===== src/rtl/pc_pkg.sv =====
// pc_pkg: shared types and constants for the fetch-PC successor logic.
//   pc_state_e : FSM states of pc_next_unit (BOOT, RUN, PEND)
//   PC_RESET   : default boot PC
//   PC_INC     : default sequential increment in bytes
//   REDIR_*    : redirect source indices, 0 = highest priority
package pc_pkg;

  typedef enum logic [1:0] {
    BOOT = 2'd0,
    RUN  = 2'd1,
    PEND = 2'd2
  } pc_state_e;

  localparam logic [31:0] PC_RESET = 32'h8000_0000;
  localparam int          PC_INC   = 4;

  localparam int REDIR_EXC = 0;
  localparam int REDIR_BR  = 1;
  localparam int REDIR_JMP = 2;

endpackage


===== src/rtl/pc_next_unit_redir_arbiter.sv =====
// redir_arbiter: fixed-priority selection among NUM_REDIR redirect sources.
//   valid      in  NUM_REDIR             per-source request
//   target     in  NUM_REDIR*ADDR_WIDTH  source k at [k*ADDR_WIDTH +: ADDR_WIDTH]
//   any_valid  out 1                     at least one request
//   win_idx    out IDX_W                 lowest requesting index, NUM_REDIR if none
//   win_target out ADDR_WIDTH            target of the winner, zero if none
module redir_arbiter #(
  parameter int NUM_REDIR  = 3,
  parameter int ADDR_WIDTH = 32,
  parameter int IDX_W      = $clog2(NUM_REDIR + 1)
) (
  input  logic [NUM_REDIR-1:0]            valid,
  input  logic [NUM_REDIR*ADDR_WIDTH-1:0] target,
  output logic                            any_valid,
  output logic [IDX_W-1:0]                win_idx,
  output logic [ADDR_WIDTH-1:0]           win_target
);

  // Scan from lowest to highest priority so the lowest index overwrites last.
  always_comb begin
    any_valid  = 1'b0;
    win_idx    = IDX_W'(NUM_REDIR);
    win_target = '0;
    for (int k = NUM_REDIR - 1; k >= 0; k--) begin
      if (valid[k]) begin
        any_valid  = 1'b1;
        win_idx    = IDX_W'(k);
        win_target = target[k*ADDR_WIDTH +: ADDR_WIDTH];
      end
    end
  end

endmodule


===== src/rtl/pc_next_unit.sv =====
// pc_next_unit: architectural fetch-PC register with redirect arbitration.
//   clk_i           in  1                    clock
//   rst_i           in  1                    asynchronous reset, active-high
//   redir_valid_i   in  NUM_REDIR            per-source redirect request
//   redir_target_i  in  NUM_REDIR*ADDR_WIDTH per-source redirect target
//   stall_i         in  1                    holds the PC and withholds valid
//   if_ready_i      in  1                    fetch stage accepts pc_o
//   pc_o            out ADDR_WIDTH           current fetch PC (registered)
//   pc_valid_o      out 1                    pc_o offered to fetch
//   drop_o          out 1                    accepted fetch is wrong-path
//   redir_pending_o out 1                    a captured redirect is waiting
//   misalign_o      out 1                    pulse after loading a misaligned target
//
// Handshake: pc_o is transferred in a cycle where pc_valid_o && if_ready_i.
// While pc_valid_o is high and the transfer has not happened, pc_o stays
// stable; it only ever changes at a clock edge.
module pc_next_unit
  import pc_pkg::*;
#(
  parameter int                    ADDR_WIDTH = 32,
  parameter logic [ADDR_WIDTH-1:0] PC_ADDR    = ADDR_WIDTH'(PC_RESET),
  parameter int                    NUM_REDIR  = 3,
  parameter int                    INC        = PC_INC
) (
  input  logic                            clk_i,
  input  logic                            rst_i,
  input  logic [NUM_REDIR-1:0]            redir_valid_i,
  input  logic [NUM_REDIR*ADDR_WIDTH-1:0] redir_target_i,
  input  logic                            stall_i,
  input  logic                            if_ready_i,
  output logic [ADDR_WIDTH-1:0]           pc_o,
  output logic                            pc_valid_o,
  output logic                            drop_o,
  output logic                            redir_pending_o,
  output logic                            misalign_o
);

  localparam int              IDX_W    = $clog2(NUM_REDIR + 1);
  localparam logic [IDX_W-1:0] IDX_NONE = IDX_W'(NUM_REDIR);

  pc_state_e             state_q, state_d;
  logic [ADDR_WIDTH-1:0] pc_q, pc_d;
  logic [IDX_W-1:0]      pend_idx_q, pend_idx_d;
  logic [ADDR_WIDTH-1:0] pend_tgt_q, pend_tgt_d;
  logic                  misalign_q, misalign_d;
  logic                  load_redir;

  logic                  any_valid;
  logic [IDX_W-1:0]      win_idx;
  logic [ADDR_WIDTH-1:0] win_target;
  logic                  hs;
  logic                  win_qual;

  redir_arbiter #(
    .NUM_REDIR  (NUM_REDIR),
    .ADDR_WIDTH (ADDR_WIDTH),
    .IDX_W      (IDX_W)
  ) u_arb (
    .valid      (redir_valid_i),
    .target     (redir_target_i),
    .any_valid  (any_valid),
    .win_idx    (win_idx),
    .win_target (win_target)
  );

  assign pc_valid_o      = (state_q != BOOT) && !stall_i;
  assign hs              = pc_valid_o && if_ready_i;
  assign drop_o          = hs && ((state_q == PEND) || any_valid);
  assign redir_pending_o = (state_q == PEND);
  assign pc_o            = pc_q;
  assign misalign_o      = misalign_q;

  // An arriving redirect only displaces a pending one of equal or lower
  // priority; outside PEND the pending index is NONE, so anything qualifies.
  assign win_qual = any_valid && (win_idx <= pend_idx_q);

  always_comb begin
    state_d    = state_q;
    pc_d       = pc_q;
    pend_idx_d = pend_idx_q;
    pend_tgt_d = pend_tgt_q;
    load_redir = 1'b0;
    unique case (state_q)
      BOOT: begin
        // No handshake is possible yet, so a redirect can only be captured.
        if (any_valid) begin
          pend_idx_d = win_idx;
          pend_tgt_d = win_target;
          state_d    = PEND;
        end else begin
          state_d = RUN;
        end
      end
      RUN: begin
        if (any_valid) begin
          if (hs) begin
            pc_d       = win_target;
            load_redir = 1'b1;
          end else begin
            // The current fetch is still on the bus; keep pc_o and defer.
            pend_idx_d = win_idx;
            pend_tgt_d = win_target;
            state_d    = PEND;
          end
        end else if (hs) begin
          pc_d = pc_q + ADDR_WIDTH'(INC);
        end
      end
      PEND: begin
        if (hs) begin
          pc_d       = win_qual ? win_target : pend_tgt_q;
          load_redir = 1'b1;
          pend_idx_d = IDX_NONE;
          state_d    = RUN;
        end else if (win_qual) begin
          pend_idx_d = win_idx;
          pend_tgt_d = win_target;
        end
      end
      default: begin
        state_d    = BOOT;
        pend_idx_d = IDX_NONE;
      end
    endcase
  end

  assign misalign_d = load_redir && (pc_d[1:0] != 2'b00);

  always_ff @(posedge clk_i or posedge rst_i) begin
    if (rst_i) begin
      state_q    <= BOOT;
      pc_q       <= PC_ADDR;
      pend_idx_q <= IDX_NONE;
      pend_tgt_q <= '0;
      misalign_q <= 1'b0;
    end else begin
      state_q    <= state_d;
      pc_q       <= pc_d;
      pend_idx_q <= pend_idx_d;
      pend_tgt_q <= pend_tgt_d;
      misalign_q <= misalign_d;
    end
  end

endmodule


===== config.mk =====
export PLATFORM = sky130hd
export DESIGN_NAME = pc_next_unit
export DESIGN_NICKNAME = d
export VERILOG_FILES = /design/src/rtl/pc_pkg.sv /design/src/rtl/pc_next_unit_redir_arbiter.sv /design/src/rtl/pc_next_unit.sv
export SDC_FILE = /design/constraint.sdc
export NUM_CORES = 1
export LEC_CHECK = 0
export CAP_MARGIN = 30
export CORE_ASPECT_RATIO = 1.75
export CORE_MARGIN = 2
export CORE_UTILIZATION = 50
export DETAILED_ROUTE_END_ITERATION = 8
export PLACE_DENSITY_LB_ADDON = 0.3
export SLEW_MARGIN = 20
export SYNTH_ARGS = -nofsm -noshare
export SYNTH_HDL_FRONTEND = slang
export SYNTH_HIERARCHICAL = 1
export SYNTH_SLANG_ARGS = --single-unit

===== constraint.sdc =====
create_clock -name clk_i -period 3.18 [get_ports clk_i]
set_clock_uncertainty 0.2 [all_clocks]
set_input_delay 0.636 -clock clk_i [delete_from_list [all_inputs] [get_ports clk_i]]
set_output_delay 0.636 -clock clk_i [all_outputs]
set_load 0.02 [all_outputs]

== Word level (Yosys, flattened, before mapping) ==
Index checks and enable logic that the tools add are counted.

* Register bits: 69
* Bits of input ports: 103
* Output and inout port bits: 36
* Word-level logic and storage cells: 67

* Add/subtract/negate cells: 1
* $lt $le $gt $ge: 1
* Equality and inequality tests: 9
* Multiplexer cells: 34
* Reductions and logical operators: 16

{| class="wikitable"
|+ Operator list
! cell !! count
|-
| $mux 32 || 12
|-
| $pmux 32 s3 || 1
|-
| $pmux 32 s2 || 1
|-
| $add 32x3->32 const B || 1
|-
| $mux 2 || 11
|-
| $pmux 2 s3 || 2
|-
| $ne 2x2->1 const B || 5
|-
| $mux 1 || 6
|-
| $reduce_and 3->1 || 2
|-
| $reduce_bool 2->1 || 3
|-
| $logic_and 1x1->1 || 5
|-
| $reduce_and 5->1 || 1
|-
| $reduce_and 4->1 || 1
|-
| $ne 3x1->1 const B || 1
|-
| $reduce_bool 3->1 || 1
|-
| $eq 2x1->1 const B || 1
|-
| $eq 2x2->1 const B || 1
|-
| $le 2x2->1 || 1
|-
| $logic_not 2->1 || 1
|-
| $ne 2x1->1 const B || 1
|-
| $pmux 1 s2 || 1
|-
| $logic_not 1->1 || 1
|-
| $logic_or 1x1->1 || 1
|}

== Depth between registers and ports, before layout ==
* Word-level depth: 10
* Gate-level depth with buffers: 12
* Gate-level depth less buffers: 9

== By module ==
The synthesis kept the hierarchy.

{| class="wikitable"
|+ By module, submodules not included
! module !! times used !! cells an instance !! area an instance (µm²) !! sequential area each (µm²)
|-
| pc_next_unit || 1 || 416 || 4,092.7 || 1,730.4
|-
| redir_arbiter || 1 || 150 || 1,173.6 || 0.0
|}

== Worst setup path after synthesis ==
OpenSTA, ideal clock, no wires.

* Path kind: input to register
* From: in redir_valid_i[2]
* To: reg pend_tgt_q[17]
* Library setup time: 125 ps
* Data arrival time: 2,725 ps
* Data required time: 2,855 ps
* Slack: 131 ps
* Cell stages on the path: 11
* Path buffers: 3
* Path through: buf_4 buf_2 a21oi_1 inv_1 ha_1 and3_1 a21o_1 a21oi_1 nor3_2 buf_4 mux2_2

* Cells in the longest elaborated chain, start to end: 8
* Elaborated cells on any way between the ends: 20
* Classes of those cells: order compare (1); eq/ne (2); mux (15); reduce/logical (2)

{| class="wikitable"
|+ Ends and longest elaborated chain
! what !! line !! RTL
|-
| from (decl) || pc_next_unit.sv:27 || <nowiki>input logic [NUM_REDIR-1:0] redir_valid_i,</nowiki>
|-
| $mux 1 || pc_next_unit_redir_arbiter.sv:25 || <nowiki>if (valid[k]) begin</nowiki>
|-
| $mux 2 (2 in a row) || pc_next_unit_redir_arbiter.sv:25 ||
|-
| named net win_idx[0] || pc_next_unit.sv:49 || <nowiki>logic [IDX_W-1:0] win_idx;</nowiki>
|-
| $le 2x2->1 || pc_next_unit.sv:75 || <nowiki>assign win_qual = any_valid && (win_idx <= pend_idx_q);</nowiki>
|-
| $logic_and 1x1->1 || pc_next_unit.sv:75 ||
|-
| $mux 32 || pc_next_unit.sv:115 || <nowiki>end else if (win_qual) begin</nowiki>
|-
| $mux 32 || pc_next_unit.sv:110 || <nowiki>if (hs) begin</nowiki>
|-
| $pmux 32 s3 || pc_next_unit.sv:83 || <nowiki>unique case (state_q)</nowiki>
|-
| to (signal assigned) || pc_next_unit.sv:140 || <nowiki>pend_tgt_q <= pend_tgt_d;</nowiki>
|-
| to (decl) || pc_next_unit.sv:44 || <nowiki>logic [ADDR_WIDTH-1:0] pend_tgt_q, pend_tgt_d;</nowiki>
|}

The timed path passes the listed nets, and every way through them passes these cells. The select of a mux whose other input is x is not followed.
A chain may end at the register's enable or synchronous reset.

== Worst setup path in the final report ==
* From: reg state_q[0]
* To: out drop_o

* Cells in the longest elaborated chain, start to end: 4
* Elaborated cells on any way between the ends: 6
* Classes of those cells: eq/ne (1); reduce/logical (5)

{| class="wikitable"
|+ Ends and longest elaborated chain
! what !! line !! RTL
|-
| from (decl) || pc_next_unit.sv:41 || <nowiki>pc_state_e state_q, state_d;</nowiki>
|-
| from (signal assigned) || pc_next_unit.sv:137 || <nowiki>state_q <= state_d;</nowiki>
|-
| $reduce_bool 2->1 || pc_next_unit.sv:66 || <nowiki>assign pc_valid_o = (state_q != BOOT) && !stall_i;</nowiki>
|-
| $logic_and 1x1->1 || pc_next_unit.sv:66 ||
|-
| $logic_and 1x1->1 || pc_next_unit.sv:67 || <nowiki>assign hs = pc_valid_o && if_ready_i;</nowiki>
|-
| $logic_and 1x1->1 (*) || pc_next_unit.sv:68 || <nowiki>assign drop_o = hs && ((state_q == PEND) || any_valid);</nowiki>
|-
| to (decl) || pc_next_unit.sv:33 || <nowiki>output logic drop_o,</nowiki>
|}

Every way passes the cells marked *; elsewhere a longest branch is shown, timed or not.

==> impl_metrics.csv <==
group,metric,value,unit
die,pin_count,139,
cts,cts_root_buffer,"clkbuf_16",
timing,min_period,2950,ps
critical_path,worst_ep_arrival_time,2110,ps
detailed_routing,vias_per_cell,6.20,
cts,cts_buffers,9,
grt,antenna_found_initial,0,
cts,clk_latency,340,ps
logic_synthesis,netlist_area,5270,µm²
detailed_routing,num_vias,5246,
grt,busiest_layer,"met2",
logic_synthesis,ys_warn_count,6,
detailed_routing,ant_nets,0,
cells_and_area,final_nets,824,
timing,fin_crit_sh,92.7,%
logic_synthesis,synth_seq_cells,69,
detailed_routing,wl,16.6,mm
cts,cts.clk_slew.worst_paths,60,ps
timing,tns,0,ps
cells_and_area,area_growth,37.7,%
timing,setup_viol,0,
detailed_routing,drtIter0Drc,320,
die,die_h,140,µm
pwr,ir_drop,0.585,mV
logic_synthesis,post-synth-top-count-cell,"dfrtp_1",
grt,use_met3,3.70,%
logic_synthesis,ys_seq_area_share,32.9,%
grt,grt_usage,29.8,%
logic_synthesis,synth_enable_flop_cells,0,
logic_synthesis,syn_nets,676,
detailed_routing,drtPass1Iterations,6,
cells_and_area,final_util,70.4,%
pwr,power_leakage,2.77,nW
critical_path,endpoint_kind,"output pin",
hold_path,holdPathStages,1,
critical_path,critPathKind,"register to output pin",
cts,clock-sinks,69,
placement,gp_congestion,0.941,
die,initial_core_util,51.1,%
critical_path,worstRegToRegCells,8,
detailed_routing,routedWlPerCell,19.6,µm
pwr,p_per_area,688,nW/µm²
critical_path,startpoint_type,"register",
critical_path,crit_chain,"inv_1, ha_1, or3b_2, o21ai_0, dlygate4sd2_1",
timing,final_max_slew_viol_count,0,
cells_and_area,antenna_cells,0,
logic_synthesis,synth_top_flop_cell,"dfrtp_1",
hold_path,hold_class,"register to register",
cts,clk_path_buf_depth,2,
timing,grt_setup_unrepaired,"no",
die,dieArea,11400,µm²
timing,report.final.hold_viol_count,0,
cts,cts_tree,"yes",
timing,worstMarginPinSlew,783,ps
grt,grt_pass1_wl,26.4,mm
critical_path,slowest_stage,"or3b_2",
outcome,outcome,"finished clean",
logic_synthesis,yosysUniqueCellTypes,73,
flow_run,drv_cap,0,
logic_synthesis,avgSynthCellArea,9.30,µm²
logic_synthesis,yosys.area.top_type,"dfrtp_1",
critical_path,worst_ep_required_time,2340,ps
logic_synthesis,synth_area_leaders,"dfrtp_1 31%, a21oi_2 9.5%, mux2_2 6.4%, nand3b_1 4.7%, nor2b_1 3.9%",
placement,post-dp-hpwl,12.5,mm
logic_synthesis,synth_common_cells,"66 x dfrtp_1, 57 x a21oi_2, 34 x o21ai_0",
die,rows,49,
timing,max_freq,0.339,GHz
placement,io_buffers,138,
grt,overflow,0,
critical_path,crit_fanout,5,
grt,grt_max_degree,65,
cells_and_area,layout-drive-gt1-share,23.2,%
cts,htreeDepth,3,
die,core-area,10300,µm²
grt,grt_use_met1,33.3,%
grt,first_global_vias,5366,
logic_synthesis,synthArstFlopShare,100,%
cts,cts-hold-fix-buffers,0,
detailed_routing,drc,0,
die,die_width,81.6,µm
logic_synthesis,yosysTopAreaCellShare,31.4,%
logic_synthesis,syn_inst,566,
critical_path,slowest_delay,480,ps
timing,maxSlewHeadroom,47.3,%
grt,met2_usage,54.4,%
==> path summary, 6_finish.rpt <==
check                                from        endpoint  slack [ps]
hold reg to reg            pend_tgt_q[22]  pend_tgt_q[22]         290
setup reg to reg               state_q[0]        pc_o[15]         500
max in group asynchronous           rst_i   pend_idx_q[1]        1560
hold / removal             pend_tgt_q[22]  pend_tgt_q[22]         290
setup / recovery               state_q[0]          drop_o         230
min in group asynchronous           rst_i        pc_o[26]         500
==> critical path, delay by kind of cell (launching register included) <==
| kind | cells | cell delay (ps) |
|---|---|---|
| buffers and inverters | 2 | 480 |
| adder cells (fa/ha/maj) | 1 | 230 |
| flip-flops | 1 | 410 |
| AO/OA/AOI/OAI | 1 | 170 |
| AND/OR/NAND/NOR | 1 | 480 |
==> flip-flops by register name, summed over array words and instances (netlist names) <==
name,flops
misalign_o,1
state_q,2
pc_o,32
pend_idx_q,2
pend_tgt_q,32
==> layer usage <==
| layer | vias up | wire length (µm) |
|---|---|---|
| met5 | - | 0 |
| met4 | 0 | 519 |
| met3 | 39 | 904 |
| met2 | 219 | 8960 |
| met1 | 2544 | 6190 |
| li1 | 2444 | - |
==> placed cells by master (no fill, tap or decap), types with 7 or more instances in the layout <==
cell,count
clkdlybuf4s50_1,135
dfrtp_1,66
a21oi_2,57
buf_4,36
o21ai_0,33
nand3b_1,33
nor2b_1,33
nand2_1,33
mux2_2,30
a21oi_1,29
nor2_1,25
nand4_1,13
nor4_1,10
nand3_1,9
a222oi_1,9
a22oi_1,9
nor3_1,9
clkbuf_16,9
ha_1,7
==> timing repair <==
action / 4_1_cts / 5_1_grt
endpoints found under the setup margin: 1 / 0
gates resized for setup: 1 / 0
endpoints found under the hold margin: 0 / 0
buffers inserted: 0 / 0
==> stage by stage <==
stage          hold slack (ps)  setup slack (ps)  instance area [µm²]  instances  total power [W]
2_1_floorplan              258               131                 5270        566          0.00283
3_3_place_gp               268             -9.21                 6890        830          0.00365
3_5_place_dp               282             -67.5                 6890        830          0.00374
4_1_cts                    294               212                 7250        846          0.00498
5_1_grt                    304              59.4                 7250        846          0.00523
6_report                   292               231                 7250        846          0.00498
==> cell families after synthesis <==
group,count (synthesis),share of synthesized area (%)
simple gates,205,23.3
xor+xnor,7,1.16
fa+ha+maj,7,1.66
mux,37,7.79
flops,69,32.9
buf+inv,50,6.39
compound gates,191,26.8
==> area by class of cell <==
class | count | area, µm²
clock buffer | 9 | 225
clock inverter | 7 | 138
fill | 845 | 3050
inverter | 7 | 26.3
multi-input combinational | 447 | 3210
sequential | 69 | 1730
tap | 127 | 159
timing repair buffer | 180 | 1760
==> report_power, final <==
group / total (W) / internal [W] / switching, W
clock network: 0.00123 / 0.000842 / 0.000391
logic: 0.00218 / 0.00111 / 0.00106
registers: 0.00158 / 0.00123 / 0.000342
total: 0.00498 / 0.00319 / 0.00180
No activity file was read; power rests on OpenSTA's default activity.
